## config.mk

```make
export PLATFORM = sky130hd
export DESIGN_NAME = if_id_buf
export DESIGN_NICKNAME = d
export VERILOG_FILES = /design/src/rtl/if_id_buf_pkg.sv /design/src/rtl/if_id_fifo_mem.sv /design/src/rtl/if_id_buf.sv
export SDC_FILE = /design/constraint.sdc
export NUM_CORES = 1
export LEC_CHECK = 0
export ABC_AREA = 0
export ABC_CLOCK_PERIOD_IN_PS = 7970
export BUFFER_PORTS_ARGS = -buffer_cell sky130_fd_sc_hd__buf_2
export CORE_AREA = 2 2 129 131
export CTS_CLUSTER_SIZE = 28
export DETAILED_ROUTE_END_ITERATION = 16
export DIE_AREA = 0 0 131 133
export MAX_ROUTING_LAYER = met4
export PLACE_DENSITY_LB_ADDON = 0.08
export SLEW_MARGIN = 20
export SYNTH_ARGS = -nofsm -noshare
export SYNTH_HDL_FRONTEND = slang
export SYNTH_SLANG_ARGS = --single-unit
```

## constraint.sdc

```tcl
create_clock -name clk -period 7.97 [get_ports clk]
set_clock_uncertainty 0.05 [all_clocks]
set_input_delay 0.797 -clock clk [delete_from_list [all_inputs] [get_ports clk]]
set_output_delay 0.797 -clock clk [all_outputs]
set_load 0.05 [all_outputs]
```

## src/rtl/if_id_buf_pkg.sv

```systemverilog
// Shared fetch/decode definitions: bubble instruction and fetch-packet layout.
// No logic; constants and types only.
// Decode reuses NOP_INST when it inserts bubbles.
package if_id_buf_pkg;

    localparam int PC_W_DEF   = 64;
    localparam int INST_W_DEF = 32;
    localparam int FETCH_W    = PC_W_DEF + INST_W_DEF;

    // addi x0,x0,0
    localparam logic [31:0] NOP_INST = 32'h0000_0013;

    typedef struct packed {
        logic [PC_W_DEF-1:0]   pc;
        logic [INST_W_DEF-1:0] inst;
    } fetch_pkt_t;

endpackage

```

## src/rtl/if_id_fifo_mem.sv

```systemverilog
// Storage array for the IF/ID buffer: one write port, one asynchronous read port.
// Write lands on the clock edge; read data follows raddr combinationally.
// No flow control here; the owner guarantees writes only into free slots.
module if_id_fifo_mem
    import if_id_buf_pkg::*;
#(
    parameter int DEPTH = 2,
    parameter int W     = FETCH_W
) (
    input  logic                     clk,
    input  logic                     we,
    input  logic [$clog2(DEPTH)-1:0] waddr,
    input  logic [W-1:0]             wdata,
    input  logic [$clog2(DEPTH)-1:0] raddr,
    output logic [W-1:0]             rdata
);

    logic [W-1:0] mem [DEPTH];

    // Data slots carry no reset; validity is tracked by the owner's count.
    always_ff @(posedge clk) begin
        if (we) begin
            mem[waddr] <= wdata;
        end
    end

    assign rdata = mem[raddr];

endmodule

```

## src/rtl/if_id_buf.sv

```systemverilog
// IF/ID decoupling FIFO: holds fetched {pc, inst} pairs until decode takes them; flush kills all.
// Latency: enqueue at edge N is visible on out_* after edge N; no same-cycle bypass.
// Backpressure: in_ready = not full (independent of out_ready); out_valid masked by flush.
module if_id_buf #(
    parameter int                DEPTH    = 2,
    parameter int                PC_W     = 64,
    parameter int                INST_W   = 32,
    parameter logic [INST_W-1:0] NOP_INST = INST_W'(if_id_buf_pkg::NOP_INST)
) (
    input  logic                     clk,
    input  logic                     rst,
    input  logic                     in_valid,
    input  logic [PC_W-1:0]          in_pc,
    input  logic [INST_W-1:0]        in_inst,
    output logic                     in_ready,
    output logic                     out_valid,
    output logic [PC_W-1:0]          out_pc,
    output logic [INST_W-1:0]        out_inst,
    input  logic                     out_ready,
    input  logic                     flush,
    output logic [$clog2(DEPTH):0]   count
);
    import if_id_buf_pkg::*;

    localparam int AW = $clog2(DEPTH);
    localparam int CW = AW + 1;
    localparam int W  = PC_W + INST_W;

    logic [AW-1:0] wr_ptr;
    logic [AW-1:0] rd_ptr;
    logic          enq;
    logic          deq;
    logic          not_empty;
    logic [W-1:0]  rd_dat;

    assign not_empty = (count != '0);
    assign in_ready  = (count != CW'(DEPTH));
    // Flush masks the head combinationally so decode never takes a stale instruction.
    assign out_valid = not_empty & ~flush;
    assign enq       = in_valid & in_ready & ~flush;
    assign deq       = out_valid & out_ready;

    if_id_fifo_mem #(
        .DEPTH (DEPTH),
        .W     (W)
    ) u_mem (
        .clk   (clk),
        .we    (enq),
        .waddr (wr_ptr),
        .wdata ({in_pc, in_inst}),
        .raddr (rd_ptr),
        .rdata (rd_dat)
    );

    assign out_pc   = not_empty ? rd_dat[W-1:INST_W]   : '0;
    assign out_inst = not_empty ? rd_dat[INST_W-1:0]   : NOP_INST;

    // Pointer/occupancy update: flush beats everything, then enq/deq combinations.
    always_ff @(posedge clk or negedge rst) begin
        if (!rst) begin
            wr_ptr <= '0;
            rd_ptr <= '0;
            count  <= '0;
        end else if (flush) begin
            wr_ptr <= '0;
            rd_ptr <= '0;
            count  <= '0;
        end else begin
            if (enq) begin
                wr_ptr <= wr_ptr + 1'b1;
            end
            if (deq) begin
                rd_ptr <= rd_ptr + 1'b1;
            end
            if (enq && !deq) begin
                count <= count + 1'b1;
            end else if (deq && !enq) begin
                count <= count - 1'b1;
            end
        end
    end

    // Occupancy must stay in 0..DEPTH: no push into a full buffer, no pop from an empty one.
    always @(posedge clk) begin
        if (rst) begin
            assert (count <= CW'(DEPTH));
            assert (!(enq && !deq && count == CW'(DEPTH)));
            assert (!(deq && !enq && count == '0));
        end
    end

endmodule

```

==> results of run 1 <==
[kinds of logic (layout without fill, tap and decap cells)]
group,count (synthesis),count (layout),synth area share
AOI/OAI and AO/OA,10,10,0.007212
xor gates and xnor gates,1,1,0.001174
buffers and inverters,24,240,0.02012
DFF,196,196,0.7862
muxes,96,96,0.1288
other,0,4,0
and+or+nand+nor,106,106,0.05652
[cell type report]
cell class | count | area (um^2)
fillers | 1342 | 6934
flip-flops and latches | 196 | 5869
multi-input cells | 213 | 1473
repair buffers | 206 | 1050
clock buffers | 23 | 447.9
well taps | 220 | 275.3
clock inverters | 9 | 105.1
diodes | 4 | 10.01
inverters | 2 | 7.507
[cells in the mapped netlist, drive strengths merged]
| cell | count |
|---|---|
| nor3 | 1 |
| nand3b | 1 |
| nor2 | 97 |
| a21oi | 2 |
| inv | 2 |
| o21ai | 6 |
| mux2i | 96 |
| nor2b | 1 |
| a31oi | 1 |
| a22oi | 1 |
| dfrtp | 4 |
| buf | 19 |
| nor3b | 1 |
| or3 | 1 |
| edfxtp | 192 |
| or4b | 1 |
| clkbuf | 3 |
| nand3 | 1 |
| nand2 | 2 |
| xor2 | 1 |
[how the worst min path moves through the flow]
stage                     startpoint  endpoint  cells after the start  slack (ns)
final                            rst    rd_ptr                      1        0.13
after CTS                        rst    rd_ptr                      1        0.11
after global placement        wr_ptr    wr_ptr                      2        0.55
after detailed placement         rst    rd_ptr                      1        0.56
after global routing             rst    rd_ptr                      1        0.10
after floorplan                  rst  count[0]                      0        0.45
[sequential cells by signal (all words and copies together), names as in the netlist]
signal     flops
u_mem.mem    192
count          2
rd_ptr         1
wr_ptr         1
[power by group through the flow]
stage / Sequential, mW / Combinational (mW) / Clock, mW
after CTS: 1.19 / 0.335 / 0.828
after detailed placement: 1.21 / 0.334 / 0
after floorplan: 1.21 / 0.249 / 0
final: 1.19 / 0.329 / 0.809
after global routing: 1.20 / 0.350 / 0.869
after global placement: 1.21 / 0.330 / 0
[metal layers]
layer,wire length [um],share of wire
met5,0,0
met4,149,0.010
met2,7418,0.50
met1,6380,0.43
met3,932,0.063
[stage by stage]
stage / worst slack (ns) / hold WS, ns / util / power (mW) / instances
after global placement: 4.588 / 0.5546 / 0.5362 / 1.543 / 837
after detailed placement: 4.588 / 0.5568 / 0.5362 / 1.548 / 837
after global routing: 4.289 / 0.1016 / 0.5709 / 2.414 / 871
after floorplan: 2.178 / 0.4514 / - / 1.458 / 433
after CTS: 4.116 / 0.1050 / 0.5704 / 2.355 / 869
final: 4.458 / 0.1251 / 0.5712 / 2.331 / 873
==> metrics.txt, run 1 <==
Final Cycle Share=0.4406; Reg clk slew, reported paths=0.06 ns; R2R Path Start=count[0]; critical path fanouts, max=72; fmax=0.2848 GHz; internal power=1.723 mW; worst reg2reg endpoint=u_mem.mem[1][80]; Unique masters post-synth=24; final setup vio count=0; syn avg cell area=17.23 um^2; Synth Instances=433; Max Cap Viol=0; Die Y-Extent=133 um; via/cell ratio=4.779; DRC viols=0; slowest CP cell=buf_4; gr usage total=0.1778; total die area=17420 um^2; register area share after synthesis=0.7862; CP Data Required Time=7.12 ns; family with the most delay on the worst path=buffers and inverters; WL per Instance=17.05 um; CTS tree=built; switch share=0.2609; cts hold-fix bufs=0; Crit. End Element=output pin; DRT Wirelength=14880 um; H-Tree Depth=4; FP Rows=47; DR iter-0 viols=260; FF+latch count, synth=196; PortBufs=200; HPWL Detailed=9279 um; P_leak=3.470 nW; portion of total power attributed to sequential cells=0.511; worst path cell trace=nor2_4 > buf_4 > nor2_1 > buf_2; syn_nets=534; largest net degree at the start of global routing=73; status=complete, no violations; HP Class=in2async; Comb pwr share=0.141; GR met3 Demand/Resource=0.05540; most frequent cells in the layout=buf_2 (200), edfxtp_1 (192), mux2i_1 (96), nor2_1 (96), clkbuf_16 (17); Core Region=16170 um^2; CP peak stage delay=0.75 ns; Final Max Tran Viols=0; PD cells=252.3 nW/um^2; largest area contributor in the netlist=edfxtp_1; power share of the clock group=0.347; Setup CP Type=reg2out; grt ovf=0; first drt pass iteration count=5; Post-DP Area=8671 um^2; nets=737; Num Clock Sinks=196; commonest non-fill, non-tap cell in the layout=buf_2; PostCTS Resize Cnt=0; DIE WIDTH=131 um; critical path arrival=2.66 ns; vias in the first global route=4316; peak supply drop=0.1528 mV; CTS buffer count=17; antenna violations before repair=2; Global Route met2 Usage=0.2864; initial core utilization=0.4614; Worst-Margin Slew=0.8463 ns; io pins=201; unrepaired setup endpoints after global routing=no; synthesis-to-layout area growth=23.81%; layout cells sized above 1=0.3636; Setup crit end=out_pc[28]; clk_lat worst skew=0.41 ns; Tmin final=3.512 ns; R2R cell count=5; met1 usage=0.2134; wire length of the first global-routing pass=22270 um; endpoints failing hold=0; Max-slew headroom=0.4358; Sw Pwr=608.1 uW; R2R setup slack=5.65 ns; GPL Wtd Cong=0.7283; Worst Path Buf+Inv=2; Stages on worst setup path=4; Post-Syn Area=7461 um^2; Final Cell Area=9238 um^2; Synth warnings=0; crit path from=count[0]; setup TNS=0 ns; Synth top area share=0.7728; Area contributors post-synth=edfxtp_1 (77%), mux2i_1 (13%), nor2_1 (4.8%); Vias=4172; Clk Tree Root Cell=clkbuf_16; Post CTS Setup Buffer Count=0; GR peak layer=met2; Max clock buf depth=2; Startpoint Class=flop; ANT nets after route=0
Power figures use the tool's default switching activity.
==> run 2: changes to the inputs <==
Settings changed: ABC_AREA 0 to 1, ABC_CLOCK_PERIOD_IN_PS 7970 to 3600, CORE_AREA 2 2 129 131 to 2 2 123 125, DIE_AREA 0 0 131 133 to 0 0 125 127.
Clock period 7.97 ns to 3.6 ns, I/O delays scaled along.
==> metrics.txt, run 2 <==
largest area contributor in the netlist=edfxtp_1; Synth Instances=549 (+27%); fin util=0.6362 (+0.06497); DRT Wirelength=15500 um (+4.2%); Tmin final=2.723 ns; Setup CP Type=reg2out; CTS buffer count=17 (unchanged); clk_lat worst skew=0.42 ns (about the same); Unique masters post-synth=18 (-25%); FF+latch count, synth=196 (unchanged); GPL Wtd Cong=0.7915 (+8.7%); unrepaired setup endpoints after global routing=no; largest register by flop count=u_mem.mem; Num Clock Sinks=196 (unchanged); endpoints failing hold=0 (unchanged); ANT nets after route=0 (unchanged); PortBufs=200 (unchanged); Crit. End Element=output pin; FP Rows=44 (-6.4%); fmax=0.3673 GHz; layout cells sized above 1=0.3316 (-0.03206); status=complete, no violations; DIE WIDTH=125 um (-4.6%); HP Class=in2reg; Startpoint Class=flop; peak supply drop=0.5385 mV (+250%); syn_nets=650 (+22%); first drt pass iteration count=5 (unchanged); gr usage total=0.1994 (+0.02168); FFs w/ async S/R, synth=0.02041 (unchanged); Max clock buf depth=2 (unchanged); syn avg cell area=13.47 um^2 (-22%); Post-Syn Area=7396 um^2 (-0.87%); WL per Instance=16.39 um (-3.9%); via/cell ratio=5.096 (+6.6%); PostCTS Resize Cnt=0 (unchanged); CTS tree=built; nets=848 (+15%); setup TNS=0 ns (unchanged); CP Data Required Time=3.19 ns (-3.93 ns); Vias=4821 (+16%); P_leak=3.659 nW (+5.5%); max FFs per register=192 (unchanged); critical path arrival=2.31 ns (-0.35 ns); DR iter-0 viols=315 (+21%); Clk Tree Root Cell=clkbuf_16; io pins=201 (unchanged); Post-synth top cells=nand2_1 (199), edfxtp_1 (192), a21oi_1 (93), buf_2 (14); most frequent cells in the layout=buf_2 (200), nand2_1 (199), edfxtp_1 (192), a21oi_1 (93), clkbuf_16 (17); HPWL Detailed=9642 um (+3.9%); Area contributors post-synth=edfxtp_1 (78%), nand2_1 (10%), a21oi_1 (6.3%); Synth warnings=0 (unchanged); antenna violations before repair=2 (unchanged); Synth top area share=0.7796 (+0.006798); vias in the first global route=4648 (+7.7%); Largest regs=u_mem.mem (192), count (2); Die Y-Extent=127 um (-4.5%); critical path fanouts, max=96 (+33%); grt ovf=0 (unchanged); largest net degree at the start of global routing=97 (+33%); top-count cell post-synth=nand2_1; Primary FF master, synth=edfxtp_1; Post-synth EDFFs=192 (unchanged); H-Tree Depth=4 (unchanged); Max Cap Viol=0 (unchanged); synthesis-to-layout area growth=24.07%; total die area=15880 um^2 (-8.9%); Reg clk slew, reported paths=0.07 ns (about the same); register area share after synthesis=0.7931 (+0.006916); Core Region=14420 um^2 (-11%); wire length of the first global-routing pass=23690 um (+6.4%); Max-slew headroom=0.3109 (-0.1249); final setup vio count=0 (unchanged); initial core utilization=0.5128 (+0.05140); Worst-Margin Slew=1.034 ns (+0.1873 ns); Final Cycle Share=0.7563; PD cells=878.2 nW/um^2 (+250%); Design Power=8.059 mW (+250%); DRC viols=0 (unchanged); commonest non-fill, non-tap cell in the layout=buf_2; Final Max Tran Viols=0 (unchanged)
run 2: cell count changes in the layout (fill, tap and decap cells not counted), moves of 3 or more:
| cell | before | now |
|---|---|---|
| a21oi_1 | 2 | 93 |
| clkbuf_1 | 6 | 3 |
| clkinv_2 | 2 | 6 |
| mux2i_1 | 96 | 0 |
| nand2_1 | 2 | 199 |
| nand2_2 | 0 | 6 |
| nand3_1 | 1 | 9 |
| nor2_1 | 96 | 0 |
| nor2_4 | 1 | 4 |
| o21ai_0 | 6 | 1 |
run 2: timing repair:
| item | 4_1_cts | 5_1_grt |
|---|---|---|
| setup endpoints to repair | 0 | 0 |
| setup buffers | 0 | 0 |
| hold buffers | 1 | 0 |
| hold endpoints to repair | 4 | 0 |
run 2: report_power, final:
group          switching (mW)  total, mW  leakage [nW]  internal [mW]
logic                    2.77       3.42          1.58          0.647
registers              0.0624       2.79          1.80           2.73
clock network           0.761       1.84         0.278           1.08
run 2: logic make-up after synthesis:
kind of cell / after synthesis / share of synthesized area
xor gates and xnor gates: 1 / 0.001184
buffers and inverters: 37 / 0.02368
DFF: 196 / 0.7931
AOI/OAI and AO/OA: 96 / 0.06496
and+or+nand+nor: 219 / 0.1171
run 2: path summary, 6_finish.rpt:
kind	to	slack, ns	startpoint	cells after the start
min reg2reg	wr_ptr	0.54	wr_ptr	1
max	out_inst[11]	0.88	rd_ptr	4
max reg2reg	u_mem.mem[1][6]	1.58	count[0]	5
min in group asynchronous	count[1]	0.23	rst	2
max in group asynchronous	rd_ptr	3.14	rst	2
min	u_mem.mem[0][18]	0.08	in_inst[18]	1
run 2: layout make-up:
type / instances / area [um^2]
Sequential cell: 196 / 5869
Fill cell: 1139 / 5248
Multi-Input combinational cell: 316 / 1370
Timing Repair Buffer: 210 / 1104
Clock buffer: 20 / 436.7
Tap cell: 184 / 230.2
Clock inverter: 12 / 137.6
Inverter: 6 / 23.77
Antenna cell: 2 / 5.005
run 2: worst max-delay path, cell delays in order (launching register included):
cell and delay [ns]:
dfrtp_4 0.41, buf_4 0.78, nand2_1 0.10, a21oi_1 0.26, buf_2 0.31
run 2: per-layer routing:
layer  track usage  wire (um)  vias up
li1              -          -     2328
met1        0.2479       6276     2297
met2        0.3181       7844      177
met3       0.06072       1123       19
met4       0.06471        259        0
met5             -          0        -
run 2: metrics by stage:
stage	hold WS, ns	instance area [um^2]	setup WS [ns]	std cells
final	0.07557	9176	0.8773	946
after global routing	0.05336	9176	0.6973	946
after CTS	0.05395	9171	0.8493	944
after detailed placement	0.1219	8587	1.313	911
after global placement	0.1205	8587	1.320	911
after floorplan	0.01441	7411	0.3891	549
==> run 3: changes to the inputs <==
Settings changed: ABC_CLOCK_PERIOD_IN_PS 3600 to 2240, CORE_AREA 2 2 123 125 to 2 2 129 131, DIE_AREA 0 0 125 127 to 0 0 131 133.
Clock period 3.6 ns to 2.24 ns, I/O delays scaled along.
==> metrics.txt, run 3 (synthesized netlist as in run 2, its figures left out) <==
Core Region=16170 um^2 (+12%); Reg clk slew, reported paths=0.06 ns (about the same); DIE WIDTH=131 um (+4.8%); Tmin final=2.184 ns; ant diodes=0 (-2); HPWL Detailed=9815 um (+1.8%); Final Cell Area=10280 um^2 (+12%); H-Tree Depth=4 (unchanged); Final Max Tran Viols=0 (unchanged); total die area=17420 um^2 (+9.8%); CP Data Required Time=1.97 ns (-1.22 ns); critical path arrival=1.91 ns (-0.40 ns); largest register by flop count=u_mem.mem; Max-slew headroom=0.6741 (+0.3631); most frequent cells in the layout=nand2_1 (199), buf_2 (199), edfxtp_1 (192), dlygate4sd3_1 (97), a21oi_1 (93); unrepaired setup endpoints after global routing=no; io pins=201 (unchanged); synthesis-to-layout area growth=39.06%; fin util=0.6360 (about the same); PortBufs=200 (unchanged); Largest regs=u_mem.mem (192), count (2); clk_lat worst skew=0.41 ns (about the same); Post-DP Area=8761 um^2 (+2.0%); Crit. End Element=output pin; Hold Worst Slack=0.05936 ns (-0.01621 ns); Design Power=13.14 mW (+63%); critical path fanouts, max=79 (-18%); Die Y-Extent=133 um (+4.7%); CTS buffer count=17 (unchanged); HP Class=in2reg; peak supply drop=0.6633 mV (+23%); WL per Instance=15.48 um (-5.6%); Final Cycle Share=0.9749; largest net degree at the start of global routing=80 (-18%); FP Rows=47 (+6.8%); initial core utilization=0.4573 (-0.05542); status=complete, no violations; max FFs per register=192 (unchanged); Startpoint Class=flop; first drt pass iteration count=4 (-1); fmax=0.4579 GHz; grt ovf=0 (unchanged); gr usage total=0.1991 (-0.0003708); Clk Tree Root Cell=clkbuf_16; DR iter-0 viols=287 (-8.9%); post-route insts no fill=1079 (+14%); Vias=5210 (+8.1%); wire length of the first global-routing pass=25310 um (+6.8%); layout cells sized above 1=0.3027 (-0.02890); Num Clock Sinks=196 (unchanged); GPL Wtd Cong=0.7863 (-0.66%); final setup vio count=0 (unchanged); DRT Wirelength=16700 um (+7.7%); Max clock buf depth=2 (unchanged); vias in the first global route=5163 (+11%); placed insts=951 (+4.4%); Worst-Margin Slew=0.4889 ns (-0.5447 ns); Max Cap Viol=0 (unchanged); PD cells=1277 nW/um^2 (+45%); ANT nets after route=0 (unchanged); P_leak=4.084 nW (+12%); nets=948 (+12%); antenna violations before repair=0 (-2); via/cell ratio=4.829 (-5.3%); DRC viols=0 (unchanged); Setup CP Type=reg2out; endpoints failing hold=0 (unchanged); CTS tree=built
## run 3: cell count changes in the layout (fill, tap and decap cells not counted), moves of 2 or more
cell | before | now
buf_12 | 2 | 7
buf_4 | 7 | 4
bufinv_16 | 3 | 1
clkinv_2 | 6 | 4
dfrtp_1 | 3 | 1
dfrtp_4 | 1 | 3
diode_2 | 2 | 0
dlygate4sd3_1 | 1 | 97
inv_6 | 0 | 3
## run 3: layout make-up
class / count / area [um^2]
Clock buffer: 19 / 432.9
Clock inverter: 12 / 106.4
Fill cell: 1259 / 5887
Inverter: 6 / 26.28
Multi-Input combinational cell: 316 / 1396
Sequential cell: 196 / 5877
Tap cell: 220 / 275.3
Timing Repair Buffer: 310 / 2171
## run 3: what timing repair did
action                                  4_1_cts  5_1_grt
endpoints found under the hold margin       196        0
setup buffers                                 0        0
resized for setup                             1        3
endpoints found under the setup margin        4        7
hold buffers                                 97        0
## run 3: through the flow
| stage | setup TNS [ns] | setup slack [ns] |
|---|---|---|
| after floorplan | -98.25 | -0.5224 |
| after global placement | 0 | 0.4606 |
| after detailed placement | 0 | 0.4394 |
| after CTS | 0 | 0.006958 |
| after global routing | 0 | 0.007844 |
| final | 0 | 0.05633 |
## run 3: critical path: stages (launching register included)
cell     delay [ns]
dfrtp_4        0.44
buf_12         0.29
nand2_1        0.10
a21oi_1        0.25
buf_2          0.31
## run 3: final timing paths
kind,from,depth (start not counted),slack (ns),to
max,rd_ptr,4,0.06,out_pc[4]
min,out_ready,3,0.06,rd_ptr
max reg2reg,count[1],4,0.54,u_mem.mem[1][72]
min reg2reg,wr_ptr,1,0.52,wr_ptr
max in group asynchronous,rst,2,1.88,rd_ptr
min in group asynchronous,rst,2,0.11,count[0]
## run 3: routing by layer
| layer | GRT usage | vias to the layer above | part of all wire |
|---|---|---|---|
| met5 | - | - | 0 |
| met4 | 0.06147 | 0 | 0.014 |
| met3 | 0.04448 | 17 | 0.046 |
| met2 | 0.3425 | 154 | 0.53 |
| met1 | 0.2314 | 2508 | 0.41 |
| li1 | - | 2531 | - |
## run 3: report_power, final
group          switching, mW  total (mW)  internal, mW  leakage, nW
Clock                   1.26        2.79          1.53        0.257
Combinational           4.55        5.83          1.28         2.02
Sequential             0.119        4.52          4.40         1.80
Total                   5.93        13.1          7.21         4.08
